===== src/rtl/multicycle_sequencer_pkg.sv =====
// Shared definitions for the Feather multicycle control path.
// Holds the sequencer state encoding, instruction-type and condition-code
// constants, and the ARM condition evaluation used by any block that needs
// to decide whether an instruction executes.
package multicycle_sequencer_pkg;

  typedef enum logic [2:0] {
    ST_FETCH     = 3'd0,
    ST_DECODE    = 3'd1,
    ST_EXECUTE   = 3'd2,
    ST_MEMORY    = 3'd3,
    ST_WRITEBACK = 3'd4,
    ST_BRANCH    = 3'd5,
    ST_FAULT     = 3'd6
  } state_t;

  localparam logic [1:0] TYPE_DP     = 2'b00;
  localparam logic [1:0] TYPE_MEM    = 2'b01;
  localparam logic [1:0] TYPE_BRANCH = 2'b10;
  localparam logic [1:0] TYPE_UNDEF  = 2'b11;

  localparam logic [3:0] COND_EQ = 4'h0;
  localparam logic [3:0] COND_NE = 4'h1;
  localparam logic [3:0] COND_CS = 4'h2;
  localparam logic [3:0] COND_CC = 4'h3;
  localparam logic [3:0] COND_MI = 4'h4;
  localparam logic [3:0] COND_PL = 4'h5;
  localparam logic [3:0] COND_VS = 4'h6;
  localparam logic [3:0] COND_VC = 4'h7;
  localparam logic [3:0] COND_HI = 4'h8;
  localparam logic [3:0] COND_LS = 4'h9;
  localparam logic [3:0] COND_GE = 4'hA;
  localparam logic [3:0] COND_LT = 4'hB;
  localparam logic [3:0] COND_GT = 4'hC;
  localparam logic [3:0] COND_LE = 4'hD;
  localparam logic [3:0] COND_AL = 4'hE;
  localparam logic [3:0] COND_NV = 4'hF;

  // nzcv is packed {N,Z,C,V}. 0xF is treated as "never".
  function automatic logic cond_pass(input logic [3:0] cond, input logic [3:0] nzcv);
    logic n, z, c, v;
    {n, z, c, v} = nzcv;
    case (cond)
      COND_EQ: cond_pass = z;
      COND_NE: cond_pass = ~z;
      COND_CS: cond_pass = c;
      COND_CC: cond_pass = ~c;
      COND_MI: cond_pass = n;
      COND_PL: cond_pass = ~n;
      COND_VS: cond_pass = v;
      COND_VC: cond_pass = ~v;
      COND_HI: cond_pass = c & ~z;
      COND_LS: cond_pass = ~c | z;
      COND_GE: cond_pass = (n == v);
      COND_LT: cond_pass = (n != v);
      COND_GT: cond_pass = ~z & (n == v);
      COND_LE: cond_pass = z | (n != v);
      COND_AL: cond_pass = 1'b1;
      default: cond_pass = 1'b0;
    endcase
  endfunction

endpackage


===== src/rtl/multicycle_sequencer_if.sv =====
// Control/handshake bundle between the multicycle sequencer and the
// IR/PC/ALU/regfile datapath plus the shared memory port.
//   instruction_i, nzcv_i, mem_ready_i     : datapath/memory -> sequencer
//   mem_req_o, mem_addr_src_o,
//   memory_write_enable_o                  : memory port control
//   ir/pc/reg_file write enables, pc_src_o,
//   reg_write_src_o                        : datapath strobes and muxes
//   nzcv_o, fault_o                        : sequencer status
// master = sequencer side, slave = datapath/memory side.
interface multicycle_sequencer_if;
  logic [31:0] instruction_i;
  logic [3:0]  nzcv_i;
  logic        mem_ready_i;
  logic        mem_req_o;
  logic        mem_addr_src_o;
  logic        memory_write_enable_o;
  logic        ir_write_enable_o;
  logic        pc_write_enable_o;
  logic        pc_src_o;
  logic        reg_file_write_enable_o;
  logic        reg_write_src_o;
  logic [3:0]  nzcv_o;
  logic        fault_o;

  modport master (
    input  instruction_i, nzcv_i, mem_ready_i,
    output mem_req_o, mem_addr_src_o, memory_write_enable_o, ir_write_enable_o,
           pc_write_enable_o, pc_src_o, reg_file_write_enable_o, reg_write_src_o,
           nzcv_o, fault_o
  );

  modport slave (
    output instruction_i, nzcv_i, mem_ready_i,
    input  mem_req_o, mem_addr_src_o, memory_write_enable_o, ir_write_enable_o,
           pc_write_enable_o, pc_src_o, reg_file_write_enable_o, reg_write_src_o,
           nzcv_o, fault_o
  );
endinterface


===== src/rtl/multicycle_sequencer_condition_check.sv =====
// Combinational ARM condition evaluation.
//   cond : instruction condition field [31:28]
//   nzcv : current flags {N,Z,C,V}
//   pass : 1 when the instruction should execute
module condition_check
  import multicycle_sequencer_pkg::*;
(
  input  logic [3:0] cond,
  input  logic [3:0] nzcv,
  output logic       pass
);
  assign pass = cond_pass(cond, nzcv);
endmodule


===== src/rtl/multicycle_sequencer.sv =====
// Multicycle sequencer for the Feather datapath: fetch, decode, execute,
// memory, writeback, plus branch and a sticky fault state.
//   clk : clock, all state on posedge
//   rst : asynchronous active-high reset
//   bus : multicycle_sequencer_if.master (datapath strobes, memory port,
//         NZCV and fault status)
// Parameters: MEM_WAIT_MAX = wait cycles tolerated on a memory request before
// faulting; NZCV_RESET = flag register value after reset.
//
// state      | meaning
// FETCH      | request instruction word at PC; ir/pc strobe on mem_ready_i
// DECODE     | evaluate condition, dispatch on instruction type
// EXECUTE    | DP result into register file, optional flag update
// MEMORY     | data access at ALU address (load or store)
// WRITEBACK  | load data into register file
// BRANCH     | load branch target into PC
// FAULT      | memory timeout or undefined type; held until reset
module multicycle_sequencer
  import multicycle_sequencer_pkg::*;
#(
  parameter int         MEM_WAIT_MAX = 15,
  parameter logic [3:0] NZCV_RESET   = 4'b0000
)
(
  input  logic                   clk,
  input  logic                   rst,
  multicycle_sequencer_if.master bus
);

  localparam int CW = (MEM_WAIT_MAX < 1) ? 1 : $clog2(MEM_WAIT_MAX + 1);
  localparam logic [CW-1:0] WAIT_LIMIT = CW'(MEM_WAIT_MAX);

  state_t        state, next_state;
  logic [CW-1:0] wait_cnt;
  logic [3:0]    nzcv_q;

  // Output registers, loaded from next_state so they line up with state.
  logic mem_req_q, addr_src_q, mem_we_q, pc_we_q, pc_src_q, rf_we_q, rws_q, fault_q;

  logic [3:0] cond;
  logic [1:0] itype;
  logic       sl_bit;
  logic       cond_ok;
  logic       req_active;
  logic       timeout;
  logic       fetch_done;
  logic       unused_bits;

  assign cond        = bus.instruction_i[31:28];
  assign itype       = bus.instruction_i[27:26];
  assign sl_bit      = bus.instruction_i[20];
  assign unused_bits = ^{bus.instruction_i[25:21], bus.instruction_i[19:0]};

  condition_check u_condition_check (
    .cond (cond),
    .nzcv (nzcv_q),
    .pass (cond_ok)
  );

  assign req_active = (state == ST_FETCH) || (state == ST_MEMORY);
  // Ready on the limit cycle still wins over the timeout.
  assign timeout    = req_active && !bus.mem_ready_i && (wait_cnt == WAIT_LIMIT);
  assign fetch_done = (state == ST_FETCH) && bus.mem_ready_i && !rst;

  always_comb begin
    next_state = state;
    case (state)
      ST_FETCH: begin
        if (bus.mem_ready_i)  next_state = ST_DECODE;
        else if (timeout)     next_state = ST_FAULT;
      end
      ST_DECODE: begin
        if (!cond_ok) begin
          next_state = ST_FETCH;
        end else begin
          case (itype)
            TYPE_DP:     next_state = ST_EXECUTE;
            TYPE_MEM:    next_state = ST_MEMORY;
            TYPE_BRANCH: next_state = ST_BRANCH;
            default:     next_state = ST_FAULT;
          endcase
        end
      end
      ST_EXECUTE:   next_state = ST_FETCH;
      ST_MEMORY: begin
        if (bus.mem_ready_i)  next_state = sl_bit ? ST_WRITEBACK : ST_FETCH;
        else if (timeout)     next_state = ST_FAULT;
      end
      ST_WRITEBACK: next_state = ST_FETCH;
      ST_BRANCH:    next_state = ST_FETCH;
      ST_FAULT:     next_state = ST_FAULT;
      default:      next_state = ST_FAULT;
    endcase
  end

  always_ff @(posedge clk or posedge rst) begin
    if (rst) begin
      state      <= ST_FETCH;
      wait_cnt   <= '0;
      nzcv_q     <= NZCV_RESET;
      // Reset lands in FETCH, so mem_req_q holds FETCH's value; the output
      // itself is masked while rst is high.
      mem_req_q  <= 1'b1;
      addr_src_q <= 1'b0;
      mem_we_q   <= 1'b0;
      pc_we_q    <= 1'b0;
      pc_src_q   <= 1'b0;
      rf_we_q    <= 1'b0;
      rws_q      <= 1'b0;
      fault_q    <= 1'b0;
    end else begin
      state <= next_state;

      if (next_state != state)
        wait_cnt <= '0;
      else if (req_active && !bus.mem_ready_i)
        wait_cnt <= wait_cnt + CW'(1);

      if (state == ST_EXECUTE && sl_bit)
        nzcv_q <= bus.nzcv_i;

      mem_req_q  <= (next_state == ST_FETCH) || (next_state == ST_MEMORY);
      addr_src_q <= (next_state == ST_MEMORY);
      mem_we_q   <= (next_state == ST_MEMORY) && !sl_bit;
      pc_we_q    <= (next_state == ST_BRANCH);
      pc_src_q   <= (next_state == ST_BRANCH);
      rf_we_q    <= (next_state == ST_EXECUTE) || (next_state == ST_WRITEBACK);
      rws_q      <= (next_state == ST_WRITEBACK);
      fault_q    <= (next_state == ST_FAULT);
    end
  end

  assign bus.mem_req_o               = mem_req_q && !rst;
  assign bus.mem_addr_src_o          = addr_src_q;
  assign bus.memory_write_enable_o   = mem_we_q;
  assign bus.ir_write_enable_o       = fetch_done;
  assign bus.pc_write_enable_o       = pc_we_q || fetch_done;
  assign bus.pc_src_o                = pc_src_q;
  assign bus.reg_file_write_enable_o = rf_we_q;
  assign bus.reg_write_src_o         = rws_q;
  assign bus.nzcv_o                  = nzcv_q;
  assign bus.fault_o                 = fault_q;

endmodule


===== src/flat_wrapper.sv =====
// flat-port wrapper written by rule: the top's interface ports become plain ports
module multicycle_sequencer_flat import multicycle_sequencer_pkg::*;
#(
  parameter int         MEM_WAIT_MAX = 15,
  parameter logic [3:0] NZCV_RESET   = 4'b0000
)
  (clk, rst, bus_instruction_i, bus_nzcv_i, bus_mem_ready_i, bus_mem_req_o, bus_mem_addr_src_o, bus_memory_write_enable_o, bus_ir_write_enable_o, bus_pc_write_enable_o, bus_pc_src_o, bus_reg_file_write_enable_o, bus_reg_write_src_o, bus_nzcv_o, bus_fault_o);
  multicycle_sequencer_if bus_i ();
  input  logic clk;
  input  logic rst;
  input wire logic [$bits(bus_i.instruction_i)-1:0] bus_instruction_i;
  input wire logic [$bits(bus_i.nzcv_i)-1:0] bus_nzcv_i;
  input wire logic [$bits(bus_i.mem_ready_i)-1:0] bus_mem_ready_i;
  output wire logic [$bits(bus_i.mem_req_o)-1:0] bus_mem_req_o;
  output wire logic [$bits(bus_i.mem_addr_src_o)-1:0] bus_mem_addr_src_o;
  output wire logic [$bits(bus_i.memory_write_enable_o)-1:0] bus_memory_write_enable_o;
  output wire logic [$bits(bus_i.ir_write_enable_o)-1:0] bus_ir_write_enable_o;
  output wire logic [$bits(bus_i.pc_write_enable_o)-1:0] bus_pc_write_enable_o;
  output wire logic [$bits(bus_i.pc_src_o)-1:0] bus_pc_src_o;
  output wire logic [$bits(bus_i.reg_file_write_enable_o)-1:0] bus_reg_file_write_enable_o;
  output wire logic [$bits(bus_i.reg_write_src_o)-1:0] bus_reg_write_src_o;
  output wire logic [$bits(bus_i.nzcv_o)-1:0] bus_nzcv_o;
  output wire logic [$bits(bus_i.fault_o)-1:0] bus_fault_o;
  assign bus_i.instruction_i = bus_instruction_i;
  assign bus_i.nzcv_i = bus_nzcv_i;
  assign bus_i.mem_ready_i = bus_mem_ready_i;
  assign bus_mem_req_o = bus_i.mem_req_o;
  assign bus_mem_addr_src_o = bus_i.mem_addr_src_o;
  assign bus_memory_write_enable_o = bus_i.memory_write_enable_o;
  assign bus_ir_write_enable_o = bus_i.ir_write_enable_o;
  assign bus_pc_write_enable_o = bus_i.pc_write_enable_o;
  assign bus_pc_src_o = bus_i.pc_src_o;
  assign bus_reg_file_write_enable_o = bus_i.reg_file_write_enable_o;
  assign bus_reg_write_src_o = bus_i.reg_write_src_o;
  assign bus_nzcv_o = bus_i.nzcv_o;
  assign bus_fault_o = bus_i.fault_o;
  multicycle_sequencer #(.MEM_WAIT_MAX(MEM_WAIT_MAX), .NZCV_RESET(NZCV_RESET)) u_core (.clk(clk), .rst(rst), .bus(bus_i));
endmodule

===== config.mk =====
export PLATFORM = sky130hd
export DESIGN_NAME = multicycle_sequencer_flat
export DESIGN_NICKNAME = d
export VERILOG_FILES = /design/src/rtl/multicycle_sequencer_pkg.sv /design/src/rtl/multicycle_sequencer_if.sv /design/src/rtl/multicycle_sequencer_condition_check.sv /design/src/rtl/multicycle_sequencer.sv /design/src/flat_wrapper.sv
export SDC_FILE = /design/constraint.sdc
export NUM_CORES = 1
export LEC_CHECK = 0
export ABC_AREA = 1
export CORE_MARGIN = 3
export CORE_UTILIZATION = 24
export CTS_CLUSTER_SIZE = 25
export DETAILED_ROUTE_END_ITERATION = 8
export GPL_TIMING_DRIVEN = 0
export HOLD_SLACK_MARGIN = 0.02
export PLACE_DENSITY_LB_ADDON = 0.2
export SYNTH_ARGS = -nofsm -noshare
export SYNTH_HDL_FRONTEND = slang
export SYNTH_SLANG_ARGS = --single-unit

===== constraint.sdc =====
create_clock -name clk -period 2.4 [get_ports clk]
set_input_delay 0.36 -clock clk [delete_from_list [all_inputs] [get_ports clk]]
set_output_delay 0.36 -clock clk [all_outputs]
set_load 0.02 [all_outputs]

[Word level (Yosys, flattened, before mapping)]
Cells that the tools add are included.
Word-level totals
  flip-flop bits (word level): 18
  input port bits: 39
  output and inout bits: 13
  word-level logic and storage cells: 79
Operators by class
  $add $sub $neg: 1
  equality and inequality tests: 30
  muxes and demuxes: 10
  bitwise gates (word level): 8
  reduce and logical (&&, ||, !) cells: 20
Operators with widths (number)
  4-bit == test, second input constant: 8
  4-bit by 3-bit == test with 1-bit output, second input constant: 4
  3-bit == test, second input constant: 5
  3-bit 2-to-1 mux: 5
  1-bit one-hot mux with 15 select lines: 1
  3-bit by 2-bit == test with 1-bit output, second input constant: 4
  3-bit one-hot mux with 4 select lines: 1
  3-bit one-hot mux with 3 select lines: 1
  4-bit by 2-bit == test with 1-bit output, second input constant: 2
  4-bit 2-to-1 mux: 2
  1-bit logical AND: 7
  3-bit logical NOT: 2
  4-bit by 1-bit adder with 4-bit output, second input constant: 1
  4-bit by 1-bit == test with 1-bit output, second input constant: 1
  4-bit logical NOT: 1
  1-bit logical OR: 4
  1-bit NOT: 4
  3-bit by 1-bit == test with 1-bit output, second input constant: 1
  1-bit logical NOT: 3
  3-bit inequality test: 1
  3-bit OR reduction: 1
  1-bit bitwise AND: 2
  2-bit by 1-bit == test with 1-bit output, second input constant: 1
  2-bit == test, second input constant: 1
  5 further kinds: 6

[Longest topological paths before layout]
Gate-level depths: netlist of run 1.
  depth after elaboration: 9
  depth in mapped cells: 14
  depth with buffers taken out: 14

[Cells and area by module]
Synthesis of run 1 repeated with hierarchy kept, for this count alone.
Second synthesis, totals
  cells, all modules: 160
  area total of the unflattened synthesis: 1172.4 um^2
Modules (own cells, without submodules)
  multicycle_sequencer: instances 1, cells an instance 105, area an instance 943.4 um^2, sequential area each 451.7 um^2
  condition_check: instances 1, cells an instance 55, area an instance 229.0 um^2, sequential area each 0.0 um^2

[Worst setup path after synthesis of run 1]
No wires, ideal clock.
  path type: reg-to-output
  start: register u_core.state[0]
  end: output port bus_pc_write_enable_o
  arrival: 1.308 ns
  data required time: 2.040 ns
  setup slack: 0.732 ns
  cell stages (with the launch flop): 7
  buffers on the path: 0
  cell sequence: dfrtp_1 nor2_1 nand2_1 inv_1 nand2_1 nor2_1 or2_2
Between the ends
  word-level cells in the longest chain between the ends: 4
Ends and longest elaborated chain
  from (decl): line multicycle_sequencer.sv:33  | state_t state, next_state;
  from (signal assigned): line multicycle_sequencer.sv:112  | state <= next_state;
  3-bit logical NOT: line multicycle_sequencer.sv:63  | assign fetch_done = (state == ST_FETCH) && bus.mem_ready_i && !rst;
  1-bit logical AND (2 in a row): line multicycle_sequencer.sv:63
  via bus_ir_write_enable_o: line flat_wrapper.sv:17  | output wire logic [$bits(bus_i.ir_write_enable_o)-1:0] bus_ir_write_enable_o;
  1-bit logical OR: line multicycle_sequencer.sv:137  | assign bus.pc_write_enable_o = pc_we_q || fetch_done;
  to (decl): line flat_wrapper.sv:18  | output wire logic [$bits(bus_i.pc_write_enable_o)-1:0] bus_pc_write_enable_o;
The timed path passes the listed nets, and every way through them passes these cells.

[Worst setup path in the final report of run 1]
  start: input port bus_instruction_i[30]
  end: register u_core.rf_we_q (netlist: u_core.bus.reg_file_write_enable_o)
Between the ends
  word-level cells in the longest chain between the ends: 6
  elaborated cells between the ends (all ways): 21
  classes of those cells: 16 x eq/ne; 3 x mux; 2 x reduce/logical
Ends and longest elaborated chain
  from (decl): line flat_wrapper.sv:11  | input wire logic [$bits(bus_i.instruction_i)-1:0] bus_instruction_i;
  4-bit == test, or another cell as far along: line multicycle_sequencer_pkg.sv:43  | case (cond)
  1-bit one-hot mux with 15 select lines *: line multicycle_sequencer_pkg.sv:43
  3-bit 2-to-1 mux *: line multicycle_sequencer.sv:73  | if (!cond_ok) begin
  3-bit one-hot mux with 4 select lines *: line multicycle_sequencer.sv:67  | case (state)
  via u_core.next_state[1]: line multicycle_sequencer.sv:33
  3-bit by 2-bit == test with 1-bit output / 3-bit == test (equally long branches): line multicycle_sequencer.sv:127  | rf_we_q <= (next_state == ST_EXECUTE) || (next_state == ST_WRITEBACK);
  1-bit logical OR *: line multicycle_sequencer.sv:127
  to (signal assigned): line multicycle_sequencer.sv:127
  to (decl): line multicycle_sequencer.sv:38  | logic mem_req_q, addr_src_q, mem_we_q, pc_we_q, pc_src_q, rf_we_q, rws_q, fault_q;
Mark *: on every way through the listed nets, which the timed path passes. The rest lies on a longest branch.
A chain may end at the register's enable or synchronous reset.

==> impl_results.md, run 1 <==
- Met3 Use GR: 0.0338
- CP endpoint kind: register
- PortBufs: 26
- Synth warnings: 0
- Total grt overflow: 0
- Diodes inserted: 0
- Reg-to-Reg Start: u_core.bus.nzcv_o[3]
- P_sw: 0.134 mW
- Worst EP required: 2.57 ns
- Startpoint Class: input port
- RSZ-0062 raised after global routing: no
- Switch share: 0.219
- Final GP Congestion: 0.774
- Clk Latency, worst-skew pair: 0.25 ns
- Drt total wl: 2620 um
- Hold Path End: u_core.wait_cnt[3]
- Post-layout net count: 233
- TritonCTS Sinks: 18
- Min Clock Period, post-route: 1.98 ns
- Rows: 24
- Met2 Track Usage GR: 0.172
- Tot GR Track Use: 0.104
- Min-Delay Startpoint: u_core.wait_cnt[3]
- Fin Clk Skew: 0.00352 ns
- Synth Register Bits: 18
- Crit path max fanout: 5
- Part of the power in the clock network: 0.408
- Share of the synthesized area in the top cell type: 0.379
- VDD IR max: 417 uV
- CTS Buf Count: 3
- Worst min path class: register to register
- Synth Area per Inst: 7.07 um^2
- Hold Path Stages: 2
- FMAX: 0.505 GHz
- # hold bufs at CTS: 0
- Clock buffer depth: 2
- Status: complete, no violations
- Die Ht: 74.4 um
- Async SR Flop Fraction: 1.00
- Total Neg Setup Slack: 0 ns
- Cell count after placement: 237
- WP data arrival: 2.15 ns
- R2r setup slk: 0.62 ns
- Max Cap Violations: 0
- Final setup violating endpoints: 0
- Residual DRC: 0
- R2R Path End: u_core.bus.reg_file_write_enable_o
- Crit path kind: input port to register
- Met1 usage: 0.136
- Synth cell types: 25
- Comb power frac: 0.095
- Fin crit share: 0.825
- Vias in the first global route: 1013
- Initial Utilization: 0.253
- Synth Cell Area: 1120 um^2
- Busiest layer in global routing: met2
- Worst-Margin Slew: 0.711 ns
- Die width: 74.4 um
- Io pins: 52
- Ratio of routed vias to standard cells: 4.44
- Final Max Tran Viols: 0
- Share of cells above drive strength 1: 0.0794
- Slew HR: 0.525
- Final Hold Vio Count: 0
- EDFF count, synth: 0
- Area contributors post-synth: dfrtp_1 38%, nand2_1 15%, nor2_1 9.4%
- CTS tree: yes
- Fill count: 487
- Primary FF master, synth: dfrtp_1
- Pint: 0.476 mW
- Post-DP HPWL: 2080 um
- Synthesized instance count: 159
- Largest net degree at the start of global routing: 19
- Worst R2R Path Depth: 13
- Area growth syn-to-layout: 34.3%
- Post-synthesis sequential area ratio: 0.402
- Drt first pass iters: 4
- # H-tree levels: 1
- Synthesized Nets: 202
- Final Non-Filler Cells: 241
- Routed via count: 1070
- PwrDens: 404 nW/um^2
- Post-Place Cell Area: 1450 um^2
- Root buf cell: clkbuf_8
- Core area: 4440 um^2
- Reg power frac: 0.497
- Hold slack: 0.558 ns
- Global-route wire length before repair: 4500 um
- Clk pin slew, worst setup/hold paths: 0.07 ns
- Post-CTS sizing: 0
- Initial antenna violation count: 0
- Design area: 1510 um^2
- Initial DRC count: 56
- Area leader, netlist: dfrtp_1
- Static Leak: 0.844 nW
- Total die area: 5540 um^2
- Post-route ant nets: 0
- WL per Instance: 10.9 um
- Post-CTS Setup Inserts: 0
worst max-delay path, cell delays in order:
cell             delay, ns
clkdlybuf4s50_1       0.56
nand2_1               0.11
inv_1                 0.08
nand3_1               0.10
nand2_1               0.08
nand2_1               0.05
nor2_1                0.09
nand2_1               0.11
nand2_1               0.12
nand3_1               0.16
nor2_1                0.17
nand2_1               0.09
o21ai_0               0.08
metrics by stage:
step,power [mW],setup WS [ns],utilization
after global placement,0.369,0.0940,0.326
after global routing,0.640,0.172,0.340
after floorplan,0.333,0.732,-
final,0.610,0.420,0.340
after CTS,0.626,0.0210,0.338
after detailed placement,0.368,0.0889,0.326
cell families after synthesis:
kind of cell	count (synthesis)	share of synthesized area
buf+inv	22	0.0735
simple gates	100	0.379
compound gates	10	0.0590
mux	2	0.0189
flops	18	0.402
xor+xnor	3	0.0234
fa+ha+maj	4	0.0445
cell type report:
| class | count | area [um^2] | area share |
|---|---|---|---|
| Multi-Input combinational cell | 119 | 589 | 0.391 |
| Timing Repair Buffer | 26 | 265 | 0.176 |
| Inverter | 22 | 82.6 | 0.0547 |
| Tap cell | 52 | 65.1 | 0.0431 |
| Clock buffer | 4 | 55.1 | 0.0365 |
| Sequential cell | 18 | 452 | 0.299 |
flip-flops by register name (all words and copies together), names as in the netlist:
register	count
u_core.bus.nzcv_o	4
u_core.mem_req_q	1
u_core.pc_we_q	1
u_core.bus.mem_addr_src_o	1
u_core.bus.fault_o	1
u_core.state	3
u_core.bus.reg_file_write_enable_o	1
u_core.wait_cnt	4
u_core.bus.reg_write_src_o	1
u_core.bus.memory_write_enable_o	1
placed cells by master (no fill, tap or decap), types with 2 or more instances in the layout:
master / count
a21oi_1: 6
clkbuf_8: 4
clkdlybuf4s50_1: 24
dfrtp_1: 17
dlymetal6s2s_1: 2
ha_1: 4
inv_1: 20
inv_2: 2
nand2_1: 45
nand2_2: 3
nand3_1: 16
nor2_1: 28
nor3_1: 2
xor2_1: 2
how the worst max path moves through the flow:
stage                           from                                  to  slack [ns]  cells after the start
4_1_cts              u_core.state[0]               bus_pc_write_enable_o        0.02                      7
6_report       bus_instruction_i[30]  u_core.bus.reg_file_write_enable_o        0.42                     13
3_3_place_gp         bus_mem_ready_i               bus_pc_write_enable_o        0.09                      5
3_5_place_dp         bus_mem_ready_i               bus_pc_write_enable_o        0.09                      5
5_1_grt        bus_instruction_i[30]  u_core.bus.reg_file_write_enable_o        0.17                     13
2_1_floorplan        u_core.state[0]               bus_pc_write_enable_o        0.73                      6
routing by layer:
layer	routed length, um	up-vias
met3	148	2
met2	1230	22
li1	-	556
met4	8	0
met5	0	-
met1	1230	490
cells in the mapped netlist, types with 2 or more instances:
cell type,instances
nand2_1,45
nor2_1,28
inv_1,20
dfrtp_1,17
nand3_1,16
a21oi_1,6
ha_1,4
nand2_2,3
inv_2,2
nor3_1,2
xor2_1,2
power groups by stage:
stage          Combinational, mW  Sequential, mW  Clock, mW
5_1_grt                   0.0655           0.303      0.271
2_1_floorplan             0.0240           0.309          0
3_3_place_gp              0.0596           0.309          0
6_report                  0.0580           0.303      0.249
3_5_place_dp              0.0590           0.309          0
4_1_cts                   0.0594           0.303      0.263
Power figures use the tool's default switching activity.
==> run 2, diff against run 1 <==
clock period = 2 ns   (was 2.4 ns; I/O delays follow)
==> run 2 against run 1 <==
Power rose by 20%. Highest routed layer unchanged. Largest cell class unchanged. Setup slack got worse by 0.32 ns. Global-route usage did not move. Wire length rose by 0.42%.
==> impl_results.md, run 2 (same netlist as run 1, synthesis figures left out) <==
- Core area: 4440 um^2 (unchanged)
- P_sw: 0.162 mW (+21%)
- Met2 Track Usage GR: 0.172 (unchanged)
- Max Cap Violations: 0 (unchanged)
- Fin Clk Skew: 0.00390 ns (+0.000381 ns)
- Tot GR Track Use: 0.104 (unchanged)
- Post-layout net count: 234 (+0.43%)
- Switch share: 0.221 (+0.00135)
- CP bufs+invs: 3 (+1)
- Status: complete, no violations
- PwrDens: 475 nW/um^2 (+17%)
- FMAX: 0.526 GHz
- CTS Buf Count: 3 (unchanged)
- WL per Instance: 10.9 um (about the same)
- Worst min path class: input port to async pin
- Met3 Use GR: 0.0338 (unchanged)
- R2r setup slk: 0.24 ns (-0.38 ns)
- Die width: 74.4 um (unchanged)
- Vias in the first global route: 1013 (unchanged)
- Total die area: 5540 um^2 (unchanged)
- Drt first pass iters: 4 (unchanged)
- Most frequent cells in the layout: 45 x nand2_1, 23 x nor2_1, 20 x inv_1, 20 x clkdlybuf4s50_1
- Rows: 24 (unchanged)
- Clock buffer depth: 2 (unchanged)
- VDD IR max: 500 uV (+20%)
- Share of cells above drive strength 1: 0.132 (+0.0522)
- Io pins: 52 (unchanged)
- # H-tree levels: 1 (unchanged)
- Total grt overflow: 0 (unchanged)
- Busiest layer in global routing: met2
- Fin crit share: 0.950
- Clk pin slew, worst setup/hold paths: 0.07 ns (about the same)
- CP endpoint kind: output pin
- # hold bufs at CTS: 0 (unchanged)
- Clk Latency, worst-skew pair: 0.25 ns (about the same)
- Post-route ant nets: 0 (unchanged)
- Worst R2R Path Depth: 11 (-2)
- Root buf cell: clkbuf_8
- Startpoint Class: register
- Reg-to-Reg Start: u_core.state[2]
- Crit path kind: register to output pin
- Pint: 0.571 mW (+20%)
- TritonCTS Sinks: 18 (unchanged)
- Initial antenna violation count: 0 (unchanged)
- WP data arrival: 1.60 ns (-0.55 ns)
- CTS tree: yes
- R2R Path End: u_core.wait_cnt[0]
- Worst EP required: 1.70 ns (-0.87 ns)
- Final setup violating endpoints: 0 (unchanged)
- Slew HR: 0.523 (-0.00255)
- CP startpoint: u_core.state[1]
- Reg power frac: 0.497 (about the same)
- CP delay by family, top: simple AND/OR/NAND/NOR gates
- Largest net degree at the start of global routing: 19 (unchanged)
- Final Hold Vio Count: 0 (unchanged)
- Worst-Margin Slew: 0.715 ns (+0.00382 ns)
- Min Clock Period, post-route: 1.90 ns
- Met1 usage: 0.136 (unchanged)
- CP max stage cell: dfrtp_2
- Ratio of routed vias to standard cells: 4.40 (-0.79%)
- Worst-path cell chain: inv_1 > nand2_1 > inv_1 > nand2_1 > nor2_2 > or2_2 > clkdlybuf4s15_2
- Drt total wl: 2630 um (+0.42%)
- Static Leak: 0.845 nW (+0.17%)
- Area growth syn-to-layout: 37.3%
- Residual DRC: 0 (unchanged)
- Fin util: 0.347 (+0.00760)
- Final Max Tran Viols: 0 (unchanged)
- Initial Utilization: 0.253 (unchanged)
- Commonest non-fill, non-tap cell in the layout: nand2_1
- Part of the power in the clock network: 0.408 (about the same)
- Post-DP HPWL: 2080 um (unchanged)
- Diodes inserted: 0 (unchanged)
- CP max stage delay: 0.41 ns (-0.15 ns)
- Routed via count: 1066 (-0.37%)
- Final GP Congestion: 0.774 (unchanged)
- Die Ht: 74.4 um (unchanged)
- PortBufs: 26 (unchanged)
- Crit path max fanout: 6 (+1)
- Initial DRC count: 64 (+14%)
- Comb power frac: 0.095 (about the same)
- Global-route wire length before repair: 4500 um (unchanged)
- Hold slack: 0.546 ns (-0.0125 ns)
## run 2: cell types whose count changed in the layout (fill, tap and decap cells not counted)
cell,change
nand3_2,+1
nor2_2,+5
dfrtp_1,-2
dlymetal6s2s_1,+2
nor2_1,-5
buf_4,+1
clkdlybuf4s50_1,-4
clkdlybuf4s15_2,+1
dfrtp_2,+2
nand3_1,-1
clkdlybuf4s15_1,+1
## run 2: final cells by class
class	count	area, um^2
sequential	18	454
clock buffer	4	55.1
fill	485	2900
multi-input combinational	119	607
timing repair buffer	27	279
tap	52	65.1
inverter	22	82.6
## run 2: worst max path at each step
stage / endpoint / slack (ns) / cells after the start
floorplan: bus_pc_write_enable_o / 0.39 / 6
global placement: bus_pc_write_enable_o / -0.19 / 5
detailed placement: bus_pc_write_enable_o / -0.19 / 5
CTS: bus_ir_write_enable_o / 0.03 / 6
global route: bus_pc_write_enable_o / -0.005 / 7
finish: bus_pc_write_enable_o / 0.1 / 7
## run 2: power groups by stage
stage          combinational [mW]  clock (mW)  sequential (mW)
2_1_floorplan              0.0288           0            0.371
6_report                   0.0699       0.299            0.364
4_1_cts                    0.0713       0.316            0.364
5_1_grt                    0.0788       0.326            0.364
3_3_place_gp               0.0715           0            0.371
3_5_place_dp               0.0708           0            0.371
## run 2: per-stage QoR
stage	instances	area (um^2)	worst slack (ns)	TNS, ns	power, mW
2_1_floorplan	159	1120	0.392	0	0.400
3_3_place_gp	237	1450	-0.186	-1.95	0.442
3_5_place_dp	237	1450	-0.191	-1.91	0.442
4_1_cts	241	1510	0.0319	0	0.751
5_1_grt	242	1540	-0.00500	-0.00500	0.768
6_report	242	1540	0.0991	0	0.733
## run 2: routing by layer
| metal | share of wire | up-vias |
|---|---|---|
| met5 | 0 | - |
| met4 | 0.0030 | 0 |
| met3 | 0.056 | 2 |
| met2 | 0.46 | 20 |
| met1 | 0.48 | 485 |
| li1 | - | 559 |
## run 2: timing repair
| item | in CTS | in global routing |
|---|---|---|
| setup buffers | 0 | 1 |
| endpoints found under the setup margin | 2 | 13 |
| gates resized for setup | 5 | 12 |
